--- src/rtl/j11bus_ctl.sv ---
// j11bus_ctl: DCJ11 bus bridge with one-outstanding memory requests, ack timeout, GP powerup word and control register file.
// Optional line-time clock divider enabled by defining J11BUS_LTC_EN.
module j11bus_ctl #(
    parameter int AW = 22,
    parameter int DW = 16,
    parameter int TIMEOUT = 1023,
    parameter logic [DW-1:0] PWRUP_RST = DW'(16'o000005)
`ifdef J11BUS_LTC_EN
    , parameter int LTC_DIV = 833333
`endif
) (
    input  logic          clk,
    input  logic          rstn,
    input  logic          busreq,
    input  logic          buswr,
    input  logic          busgp,
    input  logic [AW-1:0] busaddr,
    input  logic [DW-1:0] buswdata,
    output logic          busack,
    output logic [DW-1:0] busrdata,
    output logic          buserr,
    output logic          memreq,
    output logic          memwr,
    output logic [AW-1:0] memaddr,
    output logic [DW-1:0] memwdata,
    input  logic          memack,
    input  logic [DW-1:0] memrdata,
    output logic          j11init,
    output logic          j11halt,
    output logic          j11parity,
    output logic          j11event,
    output logic          j11pwrf,
    output logic          j11fpe,
    output logic [3:0]    j11irq,
    input  logic          regreq,
    input  logic          regwr,
    input  logic [1:0]    regaddr,
    input  logic [31:0]   regwdata,
    output logic          regack,
    output logic [31:0]   regrdata
);
    localparam logic [0:0] IDLE = 1'b0;
    localparam logic [0:0] MEMWAIT = 1'b1;
    localparam int CW = $clog2(TIMEOUT);
`ifdef J11BUS_LTC_EN
    localparam logic [12:0] CTRL_MASK = 13'h1F3F;
`else
    localparam logic [12:0] CTRL_MASK = 13'h0F3F;
`endif

    logic [0:0]    r_state;
    logic [CW-1:0] r_cnt;
    logic [15:0]   r_tocnt;
    logic [7:0]    r_gp;
    logic          r_ovr;
    logic [12:0]   r_ctrl;
    logic [DW-1:0] r_pwrup;
    logic          w_tmo;
    logic          w_ovr;
    logic          w_clr;
    logic          w_tick;
    logic [31:0]   w_rd;

    assign w_tmo = r_state == MEMWAIT && !memack && r_cnt == CW'(TIMEOUT - 1);
    assign w_ovr = r_state == MEMWAIT && busreq;
    assign w_clr = regreq && regwr && regaddr == 2'd3 && regwdata[0];

    always_ff @(posedge clk) begin
        if (!rstn) begin
            r_state  <= IDLE;
            r_cnt    <= '0;
            r_gp     <= '0;
            busack   <= 1'b0;
            buserr   <= 1'b0;
            busrdata <= '0;
            memreq   <= 1'b0;
            memwr    <= 1'b0;
            memaddr  <= '0;
            memwdata <= '0;
        end else begin
            busack <= 1'b0;
            memreq <= 1'b0;
            if (r_state == IDLE) begin
                if (busreq && busgp) begin
                    busack   <= 1'b1;
                    buserr   <= 1'b0;
                    r_gp     <= busaddr[7:0];
                    busrdata <= (buswr && busaddr[7:0] == 8'o0) ? r_pwrup : '0;
                end else if (busreq) begin
                    memreq   <= 1'b1;
                    memwr    <= buswr;
                    memaddr  <= busaddr;
                    memwdata <= buswdata;
                    r_cnt    <= '0;
                    r_state  <= MEMWAIT;
                end
            end else if (memack || w_tmo) begin
                // memack takes priority over a coincident timeout expiry
                busack   <= 1'b1;
                buserr   <= !memack;
                busrdata <= memack ? memrdata : '0;
                r_state  <= IDLE;
            end else begin
                r_cnt <= r_cnt + 1'b1;
            end
        end
    end

    always_comb begin
        w_rd = regaddr == 2'd0 ? 32'(r_ctrl) :
               regaddr == 2'd1 ? 32'(r_pwrup) :
               regaddr == 2'd2 ? {5'b0, r_ctrl[12], r_state == MEMWAIT, r_ovr, r_gp, r_tocnt} : 32'd0;
    end

    always_ff @(posedge clk) begin
        if (!rstn) begin
            regack   <= 1'b0;
            regrdata <= '0;
            r_ctrl   <= 13'h0F3E;
            r_pwrup  <= PWRUP_RST;
            r_tocnt  <= '0;
            r_ovr    <= 1'b0;
        end else begin
            regack   <= regreq;
            regrdata <= (regreq && !regwr) ? w_rd : '0;
            if (regreq && regwr && regaddr == 2'd0) r_ctrl <= regwdata[12:0] & CTRL_MASK;
            if (regreq && regwr && regaddr == 2'd1) r_pwrup <= regwdata[DW-1:0];
            r_tocnt <= w_clr ? '0 : (w_tmo && r_tocnt != 16'hFFFF) ? r_tocnt + 1'b1 : r_tocnt;
            r_ovr   <= w_clr ? 1'b0 : (r_ovr || w_ovr);
        end
    end

`ifdef J11BUS_LTC_EN
    localparam int DVW = $clog2(LTC_DIV);
    logic [DVW-1:0] r_div;
    assign w_tick = r_ctrl[12] && r_div == DVW'(LTC_DIV - 1);
    always_ff @(posedge clk) begin
        if (!rstn || !r_ctrl[12] || w_tick) r_div <= '0;
        else r_div <= r_div + 1'b1;
    end
`else
    assign w_tick = 1'b0;
`endif

    assign j11init   = r_ctrl[0];
    assign j11halt   = r_ctrl[1];
    assign j11parity = r_ctrl[2];
    assign j11event  = r_ctrl[3] && !w_tick;
    assign j11pwrf   = r_ctrl[4];
    assign j11fpe    = r_ctrl[5];
    assign j11irq    = r_ctrl[11:8];
endmodule

--- config.mk ---
export PLATFORM = sky130hd
export DESIGN_NAME = j11bus_ctl
export DESIGN_NICKNAME = d
export VERILOG_FILES = /design/src/rtl/j11bus_ctl.sv
export SDC_FILE = /design/constraint.sdc
export NUM_CORES = 1
export LEC_CHECK = 0
export CORE_MARGIN = 2
export CORE_UTILIZATION = 49
export DETAILED_ROUTE_END_ITERATION = 10
export GPL_ROUTABILITY_DRIVEN = 1
export PLACE_DENSITY = 0.85
export SYNTH_ARGS = -nofsm -noshare
export SYNTH_HDL_FRONTEND = slang
export SYNTH_SLANG_ARGS = --single-unit
--- constraint.sdc ---
create_clock -name clk -period 3.4 [get_ports clk]
set_input_delay 0.85 -clock clk [delete_from_list [all_inputs] [get_ports clk]]
set_output_delay 0.85 -clock clk [all_outputs]
set_load 0.01 [all_outputs]
==> impl_metrics.csv <==
group,metric,value,unit
run_status,status,"complete, no violations",
logic_synthesis,synth_edf_count,0,
grt,track_usage,25.92,%
clocking,numCtsBuffers,17,
power_and_ir_drop,power.switching,0.9689,mW
place,pre_cts_ws,0.4413,ns
grt,grt_first_pass_wirelength,26080,µm
setup_path,required,3.72,ns
floorplan,die_area,12830,µm²
cells_and_area,fin_cells,990,
logic_synthesis,postSynthCellCount,676,
sta,finalMaxSlewViolations,0,
setup_path,crit_type,"input port to flop",
floorplan,start_util,50.81,%
power_and_ir_drop,p_sw_share,23.77,%
cells_and_area,mostFrequentLayoutCell,"clkdlybuf4s50_1",
sta,fmax,393.5,MHz
power_and_ir_drop,p_seq_share,44.5,%
detailed_routing,ant_nets,0,
cells_and_area,num_antenna_cells,0,
power_and_ir_drop,pwr_density_cell,493.6,nW/µm²
logic_synthesis,ys_seq_area_share,50.29,%
hold_path,min_path_type,"flop to flop",
power_and_ir_drop,clkPwrFrac,45.4,%
sta,relSlewSlack,43.79,%
clocking,cts_setup_buffers,0,
floorplan,io_pins,197,
detailed_routing,vias,5347,
power_and_ir_drop,peakVddDrop,0.0003407,V
sta,tightest_slew,0.8431,ns
sta,setup_viol,0,
logic_synthesis,ys_ff_latch,147,
cells_and_area,drive_gt1_share,6.848,%
clocking,cts_root_buf,"clkbuf_16",
power_and_ir_drop,leakage,3.012,nW
sta,finalHoldViolations,0,
detailed_routing,drc_errors,0,
sta,period_share,74.75,%
setup_path,cp-end-kind,"flop",
clocking,cts_resized,0,
detailed_routing,viasPerCell,5.401,
clocking,clock_sink_count,147,
clocking,clk_latency,0.42,ns
sta,finClkSkew,0.006919,ns
detailed_routing,drt-initial-drc-count,383,
clocking,h-tree-depth,4,
detailed_routing,wl_per_cell,16.78,µm
logic_synthesis,synthFlopType,"dfxtp_1",
cells_and_area,syn_to_final_growth,41.14,%
detailed_routing,first_pass_iters,5,
clocking,cts_buffer_depth,2,
setup_path,path_max_fanout,14,
place,portBuffers,174,
clocking,cts_tree,"done",
floorplan,coreArea,11520,µm²
grt,first_global_vias,5235,
grt,overflow,0,
run,cap_violations,0,
place,gp_congestion,0.8795,
sta,period_minus_slack,2.541,ns
grt,antenna_found_initial,0,
power_and_ir_drop,p_int,3.108,mW
sta,fin_setup_tns,0,ns
floorplan,die_w,113.3,µm
detailed_routing,routed_wl,16610,µm
setup_path,start_kind,"input port",
cells_and_area,mostFrequentLayoutCells,"clkdlybuf4s50_1 (173), dfxtp_1 (147), nand2_1 (140)",
power_and_ir_drop,pwr-share-comb,10.1,%
place,place_area,7669,µm²
cells_and_area,fin_nets,933,
logic_synthesis,syn_area_per_cell,8.657,µm²
logic_synthesis,synthArstFlopShare,0,%
logic_synthesis,synthesis.area,5852,µm²
sta,rsz0062_at_grt,"false",
clocking,path_clk_slew,0.06,ns
grt,grt_max_degree,98,
cells_and_area,final_area,8259,µm²
logic_synthesis,ys_warn_count,0,
clocking,hold_buffers,0,
floorplan,die_y,113.3,µm
place,dp.cells,958,
place,dpl.hpwl,11790,µm
logic_synthesis,synth_cell_type_count,43,
sta,setup_ws,0.8585,ns
setup_path,arrival,2.86,ns
floorplan,rows,39,
cells_and_area,fin_util,71.72,%
[path summary, 6_finish.rpt]
kind | end | cells after the start | slack (ns) | start
worst max-delay path | r_tocnt[7]$_SDFFE_PP0P_ | 7 | 0.86 | memack
worst max register to register | busrdata[2]$_SDFFE_PN0P_ | 6 | 1.06 | r_cnt[1]$_SDFFE_PN0P_
worst min-delay path | regrdata[20]$_SDFF_PP0_ | 1 | 0.45 | r_gp[4]$_SDFFE_PN0P_
worst min register to register | regrdata[20]$_SDFF_PP0_ | 1 | 0.45 | r_gp[4]$_SDFFE_PN0P_
[cells in the mapped netlist, types with 2 or more instances]
| cell type | n | area, µm² |
|---|---|---|
| and4_1 | 3 | 26.28 |
| nor4_1 | 9 | 56.30 |
| a21oi_1 | 14 | 70.07 |
| nand4_1 | 7 | 43.79 |
| nand2b_1 | 3 | 18.77 |
| a211oi_1 | 4 | 30.03 |
| ha_1 | 3 | 37.54 |
| xnor2_1 | 21 | 183.9 |
| o21ai_0 | 22 | 110.1 |
| inv_1 | 4 | 15.01 |
| buf_1 | 4 | 15.01 |
| and2_1 | 17 | 106.4 |
| nor2_1 | 68 | 255.2 |
| nand3_1 | 24 | 120.1 |
| buf_4 | 6 | 45.04 |
| and2b_1 | 2 | 15.01 |
| clkbuf_1 | 42 | 157.7 |
| a221oi_1 | 16 | 140.1 |
| a21boi_0 | 56 | 420.4 |
| mux2i_1 | 18 | 180.2 |
| a22oi_1 | 6 | 45.04 |
| nand2_1 | 140 | 525.5 |
| or3_1 | 2 | 12.51 |
| nor3_1 | 6 | 30.03 |
| nor3_2 | 4 | 40.04 |
| dfxtp_1 | 147 | 2943 |
| nor2b_1 | 12 | 75.07 |
[routing by layer]
metal,track usage [%],up-vias,wire (µm)
li1,-,2598,-
met1,31.26,2517,6837
met2,43.51,202,8209
met3,6.427,30,1094
met4,12.20,0,471
met5,0,-,0
[through the flow]
stage	hold slack, ns	power [mW]
final	0.4547	4.077
after global routing	0.4786	4.213
after CTS	0.4600	4.097
after detailed placement	0.4447	2.258
after global placement	0.4375	2.242
after floorplan	0.4285	2.023
[layout make-up]
class,count,area [µm²]
clock buffer,18,439.2
clock inverter,14,151.4
fill,857,3257
inverter,4,15.01
multi-input combinational,476,2690
sequential,147,2943
tap,143,178.9
timing repair buffer,188,1842
[flip-flops by register name (all words and copies together) (netlist names), 8 cells and up]
register	count
r_ctrl	10
memaddr	22
memwdata	16
r_pwrup	16
regrdata	26
r_cnt	10
r_tocnt	16
r_gp	8
busrdata	16
[critical path: stages]
cell and delay (ns):
clkdlybuf4s50_1 0.42, nand2b_1 0.16, or4_1 0.74, buf_4 0.28
nor3_2 0.20, xnor2_1 0.15, nor2_1 0.06
[kinds of logic after synthesis]
kind of cell | after synthesis | synth area share, %
AND/OR/NAND/NOR | 307 | 24.14
flip-flops | 147 | 50.29
AO/OA/AOI/OAI | 121 | 14.39
buffers and inverters | 58 | 4.255
XOR/XNOR | 21 | 3.143
multiplexers | 18 | 3.079
adder cells (fa/ha/maj) | 3 | 0.6415
other | 1 | 0.06408
[power by group through the flow]
stage	Sequential, mW	Clock (mW)	Combinational, mW
CTS	1.81	1.87	0.413
floorplan	1.86	0	0.159
global placement	1.85	0	0.396
global route	1.82	1.95	0.444
detailed placement	1.85	0	0.408
finish	1.81	1.85	0.412
No activity file was read; power rests on OpenSTA's default activity.
